### config.mk
export PLATFORM = sky130hd
export DESIGN_NAME = affinex_batch_seq_flat
export DESIGN_NICKNAME = d
export VERILOG_FILES = /design/src/rtl/affinex_pkg.sv /design/src/rtl/affinex_batch_seq_if.sv /design/src/rtl/affinex_batch_seq.sv /design/src/flat_wrapper.sv
export SDC_FILE = /design/constraint.sdc
export NUM_CORES = 1
export LEC_CHECK = 0
export CAP_MARGIN = 5
export CORE_ASPECT_RATIO = 0.8
export CORE_MARGIN = 10
export CORE_UTILIZATION = 35
export CTS_CLUSTER_SIZE = 30
export DETAILED_ROUTE_END_ITERATION = 16
export PLACE_DENSITY = 0.68
export SLEW_MARGIN = 20
export SYNTH_ARGS = -nofsm -noshare
export SYNTH_HDL_FRONTEND = slang
export SYNTH_SLANG_ARGS = --single-unit
export TNS_END_PERCENT = 30
### constraint.sdc
create_clock -name clk -period 2.2 [get_ports clk]
set_input_delay 0.55 -clock clk [delete_from_list [all_inputs] [get_ports clk]]
set_output_delay 0.55 -clock clk [all_outputs]
set_load 0.03 [all_outputs]
### src/rtl/affinex_pkg.sv
// Shared types and constants for the affine-transform peripheral.
// Used by the batch sequencer and the MMIO register file.
package affinex_pkg;

  localparam int unsigned DataWDefault = 16;
  localparam int unsigned CntWDefault  = 8;

  // MMIO byte offsets of the batch registers, decoded by the register file
  localparam logic [7:0] BatchCtrlOffset  = 8'h40;
  localparam logic [7:0] BatchLenOffset   = 8'h44;
  localparam logic [7:0] BatchCountOffset = 8'h48;

  typedef enum logic [2:0] {
    StIdle     = 3'd0,
    StFetch    = 3'd1,
    StLaunch   = 3'd2,
    StWaitCore = 3'd3,
    StStore    = 3'd4,
    StDrain    = 3'd5
  } seq_state_t;

endpackage

### src/rtl/affinex_batch_seq_if.sv
// Datapath bundle between the batch sequencer, the input/output FIFOs and the affine core.
// master = sequencer side, slave = FIFOs + core side.
interface affinex_batch_seq_if
  import affinex_pkg::*;
#(
  parameter int unsigned DATA_W = DataWDefault
) ();

  logic              in_empty;
  logic [DATA_W-1:0] in_x;
  logic [DATA_W-1:0] in_y;
  logic              in_pop;

  logic              core_start;
  logic [DATA_W-1:0] core_x;
  logic [DATA_W-1:0] core_y;
  logic              core_done;
  logic [DATA_W-1:0] core_out_x;
  logic [DATA_W-1:0] core_out_y;

  logic              out_full;
  logic              out_push;
  logic [DATA_W-1:0] out_x;
  logic [DATA_W-1:0] out_y;

  modport master (
    input  in_empty, in_x, in_y, core_done, core_out_x, core_out_y, out_full,
    output in_pop, core_start, core_x, core_y, out_push, out_x, out_y
  );

  modport slave (
    output in_empty, in_x, in_y, core_done, core_out_x, core_out_y, out_full,
    input  in_pop, core_start, core_x, core_y, out_push, out_x, out_y
  );

endinterface

### src/rtl/affinex_batch_seq.sv
// Batch sequencer: fetches points from the input FIFO, runs each through the affine core,
// stores results to the output FIFO and raises a sticky irq when the programmed batch completes.
module affinex_batch_seq
  import affinex_pkg::*;
#(
  parameter int unsigned DATA_W = DataWDefault,
  parameter int unsigned CNT_W  = CntWDefault
) (
  input  logic                 clk,
  input  logic                 rst_n,
  input  logic                 i_cfg_start,
  input  logic [CNT_W-1:0]     i_cfg_len,
  input  logic                 i_cfg_abort,
  input  logic                 i_irq_clear,
  affinex_batch_seq_if.master  io_bus,
  output logic                 o_busy,
  output logic [CNT_W-1:0]     o_done_count,
  output logic                 o_aborted,
  output logic                 o_irq
);

  seq_state_t        r_state;
  seq_state_t        w_state_nxt;
  logic [CNT_W-1:0]  r_len;
  logic [CNT_W-1:0]  w_len_nxt;
  logic [CNT_W-1:0]  r_done_count;
  logic [CNT_W-1:0]  w_done_count_nxt;
  logic [CNT_W-1:0]  w_cnt_inc;
  logic              r_aborted;
  logic              w_aborted_nxt;
  logic              r_irq;
  logic              w_irq_nxt;
  logic              w_irq_set;
  logic [DATA_W-1:0] r_core_x;
  logic [DATA_W-1:0] r_core_y;
  logic [DATA_W-1:0] w_core_x_nxt;
  logic [DATA_W-1:0] w_core_y_nxt;
  logic [DATA_W-1:0] r_out_x;
  logic [DATA_W-1:0] r_out_y;
  logic [DATA_W-1:0] w_out_x_nxt;
  logic [DATA_W-1:0] w_out_y_nxt;
  logic              w_in_pop;
  logic              w_core_start;
  logic              w_out_push;

  assign w_cnt_inc = r_done_count + CNT_W'(1);

  always_ff @(posedge clk or negedge rst_n) begin
    if (!rst_n) begin
      r_state      <= StIdle;
      r_len        <= '0;
      r_done_count <= '0;
      r_aborted    <= 1'b0;
      r_irq        <= 1'b0;
      r_core_x     <= '0;
      r_core_y     <= '0;
      r_out_x      <= '0;
      r_out_y      <= '0;
    end else begin
      r_state      <= w_state_nxt;
      r_len        <= w_len_nxt;
      r_done_count <= w_done_count_nxt;
      r_aborted    <= w_aborted_nxt;
      r_irq        <= w_irq_nxt;
      r_core_x     <= w_core_x_nxt;
      r_core_y     <= w_core_y_nxt;
      r_out_x      <= w_out_x_nxt;
      r_out_y      <= w_out_y_nxt;
    end
  end

  always_comb begin
    w_state_nxt      = r_state;
    w_len_nxt        = r_len;
    w_done_count_nxt = r_done_count;
    w_aborted_nxt    = r_aborted;
    w_irq_set        = 1'b0;
    w_core_x_nxt     = r_core_x;
    w_core_y_nxt     = r_core_y;
    w_out_x_nxt      = r_out_x;
    w_out_y_nxt      = r_out_y;
    w_in_pop         = 1'b0;
    w_core_start     = 1'b0;
    w_out_push       = 1'b0;

    unique case (r_state)
      StIdle: begin
        if (i_cfg_start) begin
          if (i_cfg_len != '0) begin
            w_len_nxt        = i_cfg_len;
            w_done_count_nxt = '0;
            w_aborted_nxt    = 1'b0;
            w_state_nxt      = StFetch;
          end else begin
            w_irq_set = 1'b1;
          end
        end
      end
      StFetch: begin
        // Abort outranks the pop so the FIFO head is left untouched
        if (i_cfg_abort) begin
          w_aborted_nxt = 1'b1;
          w_state_nxt   = StIdle;
        end else if (!io_bus.in_empty) begin
          w_in_pop     = 1'b1;
          w_core_x_nxt = io_bus.in_x;
          w_core_y_nxt = io_bus.in_y;
          w_state_nxt  = StLaunch;
        end
      end
      StLaunch: begin
        if (i_cfg_abort) begin
          w_aborted_nxt = 1'b1;
          w_state_nxt   = StIdle;
        end else begin
          w_core_start = 1'b1;
          w_state_nxt  = StWaitCore;
        end
      end
      StWaitCore: begin
        // Core is already running: an abort must still absorb its done pulse
        if (i_cfg_abort) begin
          w_aborted_nxt = 1'b1;
          w_state_nxt   = io_bus.core_done ? StIdle : StDrain;
        end else if (io_bus.core_done) begin
          w_out_x_nxt = io_bus.core_out_x;
          w_out_y_nxt = io_bus.core_out_y;
          w_state_nxt = StStore;
        end
      end
      StStore: begin
        if (i_cfg_abort) begin
          w_aborted_nxt = 1'b1;
          w_state_nxt   = StIdle;
        end else if (!io_bus.out_full) begin
          w_out_push       = 1'b1;
          w_done_count_nxt = w_cnt_inc;
          if (w_cnt_inc == r_len) begin
            w_irq_set   = 1'b1;
            w_state_nxt = StIdle;
          end else begin
            w_state_nxt = StFetch;
          end
        end
      end
      StDrain: begin
        if (io_bus.core_done) begin
          w_state_nxt = StIdle;
        end
      end
      default: begin
        w_state_nxt = StIdle;
      end
    endcase

    w_irq_nxt = w_irq_set | (r_irq & ~i_irq_clear);
  end

  assign io_bus.in_pop     = w_in_pop;
  assign io_bus.core_start = w_core_start;
  assign io_bus.core_x     = r_core_x;
  assign io_bus.core_y     = r_core_y;
  assign io_bus.out_push   = w_out_push;
  assign io_bus.out_x      = r_out_x;
  assign io_bus.out_y      = r_out_y;

  assign o_busy       = (r_state != StIdle);
  assign o_done_count = r_done_count;
  assign o_aborted    = r_aborted;
  assign o_irq        = r_irq;

endmodule

### src/flat_wrapper.sv
// flat-port wrapper written by rule: the top's interface ports become plain ports
module affinex_batch_seq_flat import affinex_pkg::*;
#(
  parameter int unsigned DATA_W = DataWDefault,
  parameter int unsigned CNT_W  = CntWDefault
)
  (clk, rst_n, i_cfg_start, i_cfg_len, i_cfg_abort, i_irq_clear, o_busy, o_done_count, o_aborted, o_irq, io_bus_in_empty, io_bus_in_x, io_bus_in_y, io_bus_core_done, io_bus_core_out_x, io_bus_core_out_y, io_bus_out_full, io_bus_in_pop, io_bus_core_start, io_bus_core_x, io_bus_core_y, io_bus_out_push, io_bus_out_x, io_bus_out_y);
  affinex_batch_seq_if #(.DATA_W(DATA_W)) io_bus_i ();
  input  logic clk;
  input  logic rst_n;
  input  logic i_cfg_start;
  input  logic [CNT_W-1:0] i_cfg_len;
  input  logic i_cfg_abort;
  input  logic i_irq_clear;
  output logic o_busy;
  output logic [CNT_W-1:0] o_done_count;
  output logic o_aborted;
  output logic o_irq;
  input wire logic [$bits(io_bus_i.in_empty)-1:0] io_bus_in_empty;
  input wire logic [$bits(io_bus_i.in_x)-1:0] io_bus_in_x;
  input wire logic [$bits(io_bus_i.in_y)-1:0] io_bus_in_y;
  input wire logic [$bits(io_bus_i.core_done)-1:0] io_bus_core_done;
  input wire logic [$bits(io_bus_i.core_out_x)-1:0] io_bus_core_out_x;
  input wire logic [$bits(io_bus_i.core_out_y)-1:0] io_bus_core_out_y;
  input wire logic [$bits(io_bus_i.out_full)-1:0] io_bus_out_full;
  output wire logic [$bits(io_bus_i.in_pop)-1:0] io_bus_in_pop;
  output wire logic [$bits(io_bus_i.core_start)-1:0] io_bus_core_start;
  output wire logic [$bits(io_bus_i.core_x)-1:0] io_bus_core_x;
  output wire logic [$bits(io_bus_i.core_y)-1:0] io_bus_core_y;
  output wire logic [$bits(io_bus_i.out_push)-1:0] io_bus_out_push;
  output wire logic [$bits(io_bus_i.out_x)-1:0] io_bus_out_x;
  output wire logic [$bits(io_bus_i.out_y)-1:0] io_bus_out_y;
  assign io_bus_i.in_empty = io_bus_in_empty;
  assign io_bus_i.in_x = io_bus_in_x;
  assign io_bus_i.in_y = io_bus_in_y;
  assign io_bus_i.core_done = io_bus_core_done;
  assign io_bus_i.core_out_x = io_bus_core_out_x;
  assign io_bus_i.core_out_y = io_bus_core_out_y;
  assign io_bus_i.out_full = io_bus_out_full;
  assign io_bus_in_pop = io_bus_i.in_pop;
  assign io_bus_core_start = io_bus_i.core_start;
  assign io_bus_core_x = io_bus_i.core_x;
  assign io_bus_core_y = io_bus_i.core_y;
  assign io_bus_out_push = io_bus_i.out_push;
  assign io_bus_out_x = io_bus_i.out_x;
  assign io_bus_out_y = io_bus_i.out_y;
  affinex_batch_seq #(.DATA_W(DATA_W), .CNT_W(CNT_W)) u_core (.clk(clk), .rst_n(rst_n), .i_cfg_start(i_cfg_start), .i_cfg_len(i_cfg_len), .i_cfg_abort(i_cfg_abort), .i_irq_clear(i_irq_clear), .io_bus(io_bus_i), .o_busy(o_busy), .o_done_count(o_done_count), .o_aborted(o_aborted), .o_irq(o_irq));
endmodule
==> flow_summary.yaml, run 1 <==
detailed_routing:
  wl_per_cell_um: 16.1
  drcViolationCount: 0
  vias: 3083
  dr.first_iter.drc_count: 201
  ant_nets: 0
  wirelength_um: 10700
  dr.pass1.iters: 4
  drt-vias-per-instance: 4.62
yosys:
  muxShareOfSynthArea: 0.122
  synth_edf_count: 0
  syn_nets: 429
  ys_seq_area_frac: 0.575
  synth_fa_ha_area_frac: 0.00338
  netlist_area_mm2: 0.00370
  yosysWarnings: 0
  ys_seq_elements: 85
  synth_top_cell_by_area: "dfrtp_1"
  synthArstFlopShare: 1.00
  ys_types: 46
  yosys-top-cells-area: "dfrtp_1, mux2_2, nand2_1"
  synth_top_family_by_area: "simple AND/OR/NAND/NOR gates"
  yosysTopAreaCellShare: 0.575
  ys.flop_type: "dfrtp_1"
  yosys.area_share.xor_xnor: 0.0260
  synth_compound_area_frac: 0.0602
  netlist_instances: 348
  synthSimpleGateAreaFrac: 0.187
  synth_area_per_cell_um2: 10.6
floorplanning:
  die_height_um: 112
  num_rows: 33
  initial_utilization: 0.360
  ios: 158
  core_area_mm2: 0.0103
  die-area_mm2: 0.0151
  die_w_um: 135
place:
  place_area_mm2: 0.00558
  globalplace.congestion: 0.806
  dpl.hpwl_um: 8150
  portBuffers: 157
setup_path:
  crit_fanout: 6
  endpoint_kind: "output pin"
  rr_worst_depth: 7
  critical_path_arrival_ns: 1.62
  crit_type: "primary input to output pin"
  worstPathRequired_ns: 1.65
  critPathLaunch: "i_cfg_abort"
  rr_startpoint: "u_core.o_done_count[1]"
  critPathLaunchType: "primary input"
clock_network:
  clock_latency_ns: 0.33
  cts-root-buf: "clkbuf_16"
  path_clk_slew_ns: 0.06
  clkSinkCount: 85
  cts_buffers: 9
  htreeDepth: 3
  clockBufferDepth: 2
  cts_tree: "built"
  post-cts-setup-buffers: 0
  cts-hold-fix-buffers: 0
power_and_ir_drop:
  p_total_mw: 8.09
  irDropWorstVdd_mv: 0.717
  powerDensity_mw_per_mm2: 1380
  power_leakage_nw: 2.69
layout:
  final_util: 0.572
  layout-drive-gt1-share: 0.174
  syn_to_final_growth_pct: 58.9
  design_area_mm2: 0.00588
  diodes: 0
  final_nets: 605
flow_run:
  drv_cap: 0
timing:
  fin_crit_ns: 2.17
  max-slew-margin-rel: 0.693
  tns_ns: 0
  setup_viol: 0
  worst_hold_slack_ns: 0.247
  final_max_slew_viol_count: 0
  skew_ns: 0.00552
  fmax_mhz: 461
  period_share: 0.986
  worst_pin_slew_ns: 0.461
  hold_viol_final: 0
outcome:
  run_status: "finished, final reports clean"
grt:
  grt_max_degree: 86
  grt.overflow.total: 0
  antenna_found_initial: 0
  grt_pass1_wl_um: 17400
  grt_usage: 0.144
  grt_pass1_vias: 3256
hold_path:
  hp-class: "primary input to asynchronous set/reset pin"
## cells by family (layout without fill, tap and decap cells)
logic type      Yosys count  after routing
simple gates            156            156
flops                    85             85
mux                      40             40
compound gates           33             33
buf+inv                  22            202
xor+xnor                 11             11
fa+ha+maj                 1              1
## cells in the final DEF, fill, tap and decap left out, drive strengths merged, types with 3 or more instances in the layout
cell | netlist | final
a21oi | 5 | 5
and2 | 3 | 3
and3 | 3 | 3
buf | 9 | 31
clkbuf | 9 | 14
clkdlybuf4s50 | 0 | 150
dfrtp | 85 | 85
inv | 4 | 4
mux2 | 40 | 40
nand2 | 110 | 110
nand2b | 5 | 5
nand3 | 6 | 6
nor2 | 10 | 10
nor3 | 3 | 3
o21ai | 11 | 11
o31ai | 4 | 4
xnor2 | 7 | 7
xor2 | 4 | 4
## worst max-delay path, cell delays in order
cell and delay, ns:
dlygate4sd2_1 0.32, or2_2 0.34, nor3b_2 0.16, buf_4 0.14
buf_12 0.11
## flip-flops by register name, summed over array words and instances, names as in the netlist
name / cells
u_core.o_aborted: 1
u_core.o_irq: 1
u_core.r_state: 3
u_core.o_done_count: 8
u_core.io_bus.out_x: 16
u_core.io_bus.core_y: 16
u_core.r_len: 8
u_core.io_bus.core_x: 16
u_core.io_bus.out_y: 16
## per-stage QoR
stage          setup slack (ns)  instances
2_1_floorplan            0.0542        348
3_3_place_gp             -0.229        653
3_5_place_dp             -0.225        653
4_1_cts                 0.00374        668
5_1_grt               -0.000966        668
6_report                 0.0312        668
## area by class of cell
cell class                 instances  area [um2]
clock inverter                     1        5.00
inverter                           4        15.0
fill                             882        4400
sequential                        85        2130
timing repair buffer             183        1790
tap                              140         175
clock buffer                      14         274
multi-input combinational        241        1490
## repair_timing
action | in CTS | in global routing
pin swaps | 0 | 0
setup endpoints to repair | 3 | 3
gates resized for setup | 1 | 4
hold endpoints to repair | 0 | 0
gates cloned | 0 | 0
## routing by layer
layer / global-route usage / share of wire
met4: 0.0365 / 0.0067
met1: 0.162 / 0.39
met2: 0.223 / 0.46
met3: 0.0916 / 0.14
met5: 0 / 0
## Yosys cell counts (all sizes together) (2+ instances only)
library cell	n
xor2	4
a211oi	2
inv	4
xnor2	7
nor3b	2
o21ai	11
nand4	2
nor2b	2
clkbuf	9
o22ai	2
buf	9
nor4	2
o31ai	4
nand3	6
a21oi	5
mux2	40
nor2	10
nand2	110
and2	3
and3	3
dfrtp	85
nor3	3
nand2b	5
## path summary, 6_finish.rpt
check	slack, ns	to
worst max-delay path	0.03	io_bus_core_start
worst min-delay path	0.25	u_core.io_bus.core_y[8]
worst max register to register	0.21	u_core.r_state[0]
worst min register to register	0.47	u_core.io_bus.core_x[4]
max in group asynchronous	1.59	u_core.io_bus.out_x[12]
min in group clk	0.47	u_core.io_bus.core_x[4]
## power by group
| group | total (mW) | switching, mW | leakage (nW) | internal [mW] |
|---|---|---|---|---|
| logic | 4.05 | 2.21 | 1.47 | 1.84 |
| clock network | 1.41 | 0.557 | 0.139 | 0.850 |
| registers | 2.63 | 0.388 | 1.08 | 2.24 |
| total | 8.09 | 3.15 | 2.69 | 4.93 |
No activity file was read; power rests on OpenSTA's default activity.
==> run 2: changes to the inputs <==
--- a/config.mk
+++ b/config.mk
@@ -7,10 +7,12 @@
 export LEC_CHECK = 0
 export CAP_MARGIN = 5
+export CELL_PAD_IN_SITES_DETAIL_PLACEMENT = 0
+export CELL_PAD_IN_SITES_GLOBAL_PLACEMENT = 2
 export CORE_ASPECT_RATIO = 0.8
 export CORE_MARGIN = 10
-export CORE_UTILIZATION = 35
+export CORE_UTILIZATION = 25
 export CTS_CLUSTER_SIZE = 30
 export DETAILED_ROUTE_END_ITERATION = 16
-export PLACE_DENSITY = 0.68
+export PLACE_DENSITY_LB_ADDON = 0.1
 export SLEW_MARGIN = 20
 export SYNTH_ARGS = -nofsm -noshare
==> constraint.sdc (replaced) <==
create_clock -name clk -period 2.2 [get_ports clk]
set_input_delay 0.55 -clock clk [delete_from_list [all_inputs] [get_ports clk]]
set_output_delay 0.55 -clock clk [all_outputs]
set_load 0.01 [all_outputs]
==> run 2 against run 1 <==
Clock power up 16%. Utilization down 15 points. Highest routed layer unchanged. Register-to-register slack worse by 0.02 ns. Power down 8.3%. Global-route usage down 2.3 points. Maximum frequency up 2.2%. Worst hold slack worse by 0.13 ns. Critical path depth unchanged. Largest cell class unchanged. Via count up 1.8%.
==> flow_summary.yaml, run 2 (synthesis gave the netlist of run 1 again) <==
setup_path:
  worstPathRequired_ns: 1.65
  crit_fanout: 4
  r2r_slack_ns: 0.19
  critPathLaunchType: "primary input"
  critical_path_arrival_ns: 1.57
  endpoint_kind: "output pin"
  crit_type: "primary input to output pin"
timing:
  worst_pin_slew_ns: 0.375
  setup_viol: 0
  skew_ns: 0.00621
  max-slew-margin-rel: 0.750
  period_share: 0.965
  worst_hold_slack_ns: 0.114
  hold_viol_final: 0
  fin_crit_ns: 2.12
  grt_setup_unrepaired: "no"
  final_max_slew_viol_count: 0
  fmax_mhz: 471
detailed_routing:
  vias: 3137
  drt-vias-per-instance: 4.34
  wirelength_um: 11900
  ant_nets: 0
  dr.pass1.iters: 4
  wl_per_cell_um: 16.5
  dr.first_iter.drc_count: 104
  drcViolationCount: 0
power_and_ir_drop:
  powerDensity_mw_per_mm2: 1230
  irDropWorstVdd_mv: 0.589
  power_leakage_nw: 2.75
grt:
  grt_max_degree: 33
  grt_pass1_wl_um: 19000
  grt.overflow.total: 0
  antenna_found_initial: 0
  grt_pass1_vias: 3404
  grt_usage: 0.121
clock_network:
  cts_buffers: 9
  clock_latency_ns: 0.35
  cts-hold-fix-buffers: 0
  clkSinkCount: 85
  path_clk_slew_ns: 0.06
  htreeDepth: 3
  cts-root-buf: "clkbuf_16"
  cts_tree: "built"
  clockBufferDepth: 2
place:
  place_area_mm2: 0.00572
  dpl.hpwl_um: 9010
  globalplace.congestion: 0.720
  portBuffers: 157
  place_inst: 708
layout:
  final_nets: 616
  final_cell_mix: "clkdlybuf4s50_1, nand2_1, dfrtp_1, mux2_2, buf_4"
  syn_to_final_growth_pct: 63.1
  layout-drive-gt1-share: 0.195
  diodes: 0
  final_common_cell: "clkdlybuf4s50_1"
  final_util: 0.419
  design_area_mm2: 0.00604
  finalNonFillerCells: 723
floorplanning:
  die-area_mm2: 0.0201
  initial_utilization: 0.257
  die_w_um: 156
  ios: 158
  core_area_mm2: 0.0144
  num_rows: 39
  die_height_um: 129
hold_path:
  hp-class: "primary input to asynchronous set/reset pin"
outcome:
  run_status: "finished, final reports clean"
flow_run:
  drv_cap: 0
## run 2: per-layer routing
layer  global-route usage  vias to the layer above  share of wire
li1                     -                     1541              -
met1                0.140                     1489           0.44
met2                0.181                      100           0.44
met3               0.0693                        7           0.11
met4               0.0449                        0          0.014
met5                    0                        -              0
## run 2: final cells by class
class	count	area, um2
Multi-Input combinational cell	241	1490
Clock buffer	10	239
Sequential cell	85	2130
Inverter	4	15.0
Clock inverter	5	75.1
Tap cell	184	230
Timing Repair Buffer	194	1850
Fill cell	1395	8360
## run 2: final timing paths
kind / startpoint / endpoint / cells after the start
worst min register to register: u_core.io_bus.core_x[0] / u_core.io_bus.core_x[0] / 2
min in group clk: u_core.io_bus.core_x[0] / u_core.io_bus.core_x[0] / 2
worst max-delay path: i_cfg_abort / io_bus_out_push / 5
worst min-delay path: rst_n / u_core.o_done_count[4] / 1
max in group asynchronous: rst_n / u_core.io_bus.core_y[6] / 2
worst max register to register: u_core.o_done_count[0] / u_core.r_state[0] / 7
## run 2: stage by stage
stage | TNS, ns | power, mW | worst slack (ns)
after floorplan | 0 | 3.95 | 0.204
after global placement | -4.59 | 5.82 | -0.524
after detailed placement | -4.70 | 5.87 | -0.523
after CTS | 0 | 7.56 | 0.00158
after global routing | 0 | 7.92 | 0.0243
final | 0 | 7.41 | 0.0780
## run 2: where the power goes
group	total, mW	switching, mW	internal (mW)
clock	1.64	0.625	1.01
sequential	2.63	0.387	2.24
combinational	3.15	1.30	1.85
## run 2: repair_timing
action,4_1_cts,5_1_grt
gates resized for setup,7,10
endpoints found under the hold margin,0,0
pin swaps,1,0
setup endpoints to repair,4,6
buffers inserted,0,0
## run 2: worst max-delay path, stage by stage
cell           delay (ns)
dlygate4sd2_1        0.30
nor4b_4              0.25
nand2b_1             0.12
inv_2                0.07
dlygate4sd2_1        0.27
==> run 3: changes to the inputs <==
Settings changed: GPL_ROUTABILITY_DRIVEN set to 0.
==> results of run 3 <==
No change in the layout: final DEF, timing and power equal those of run 2.
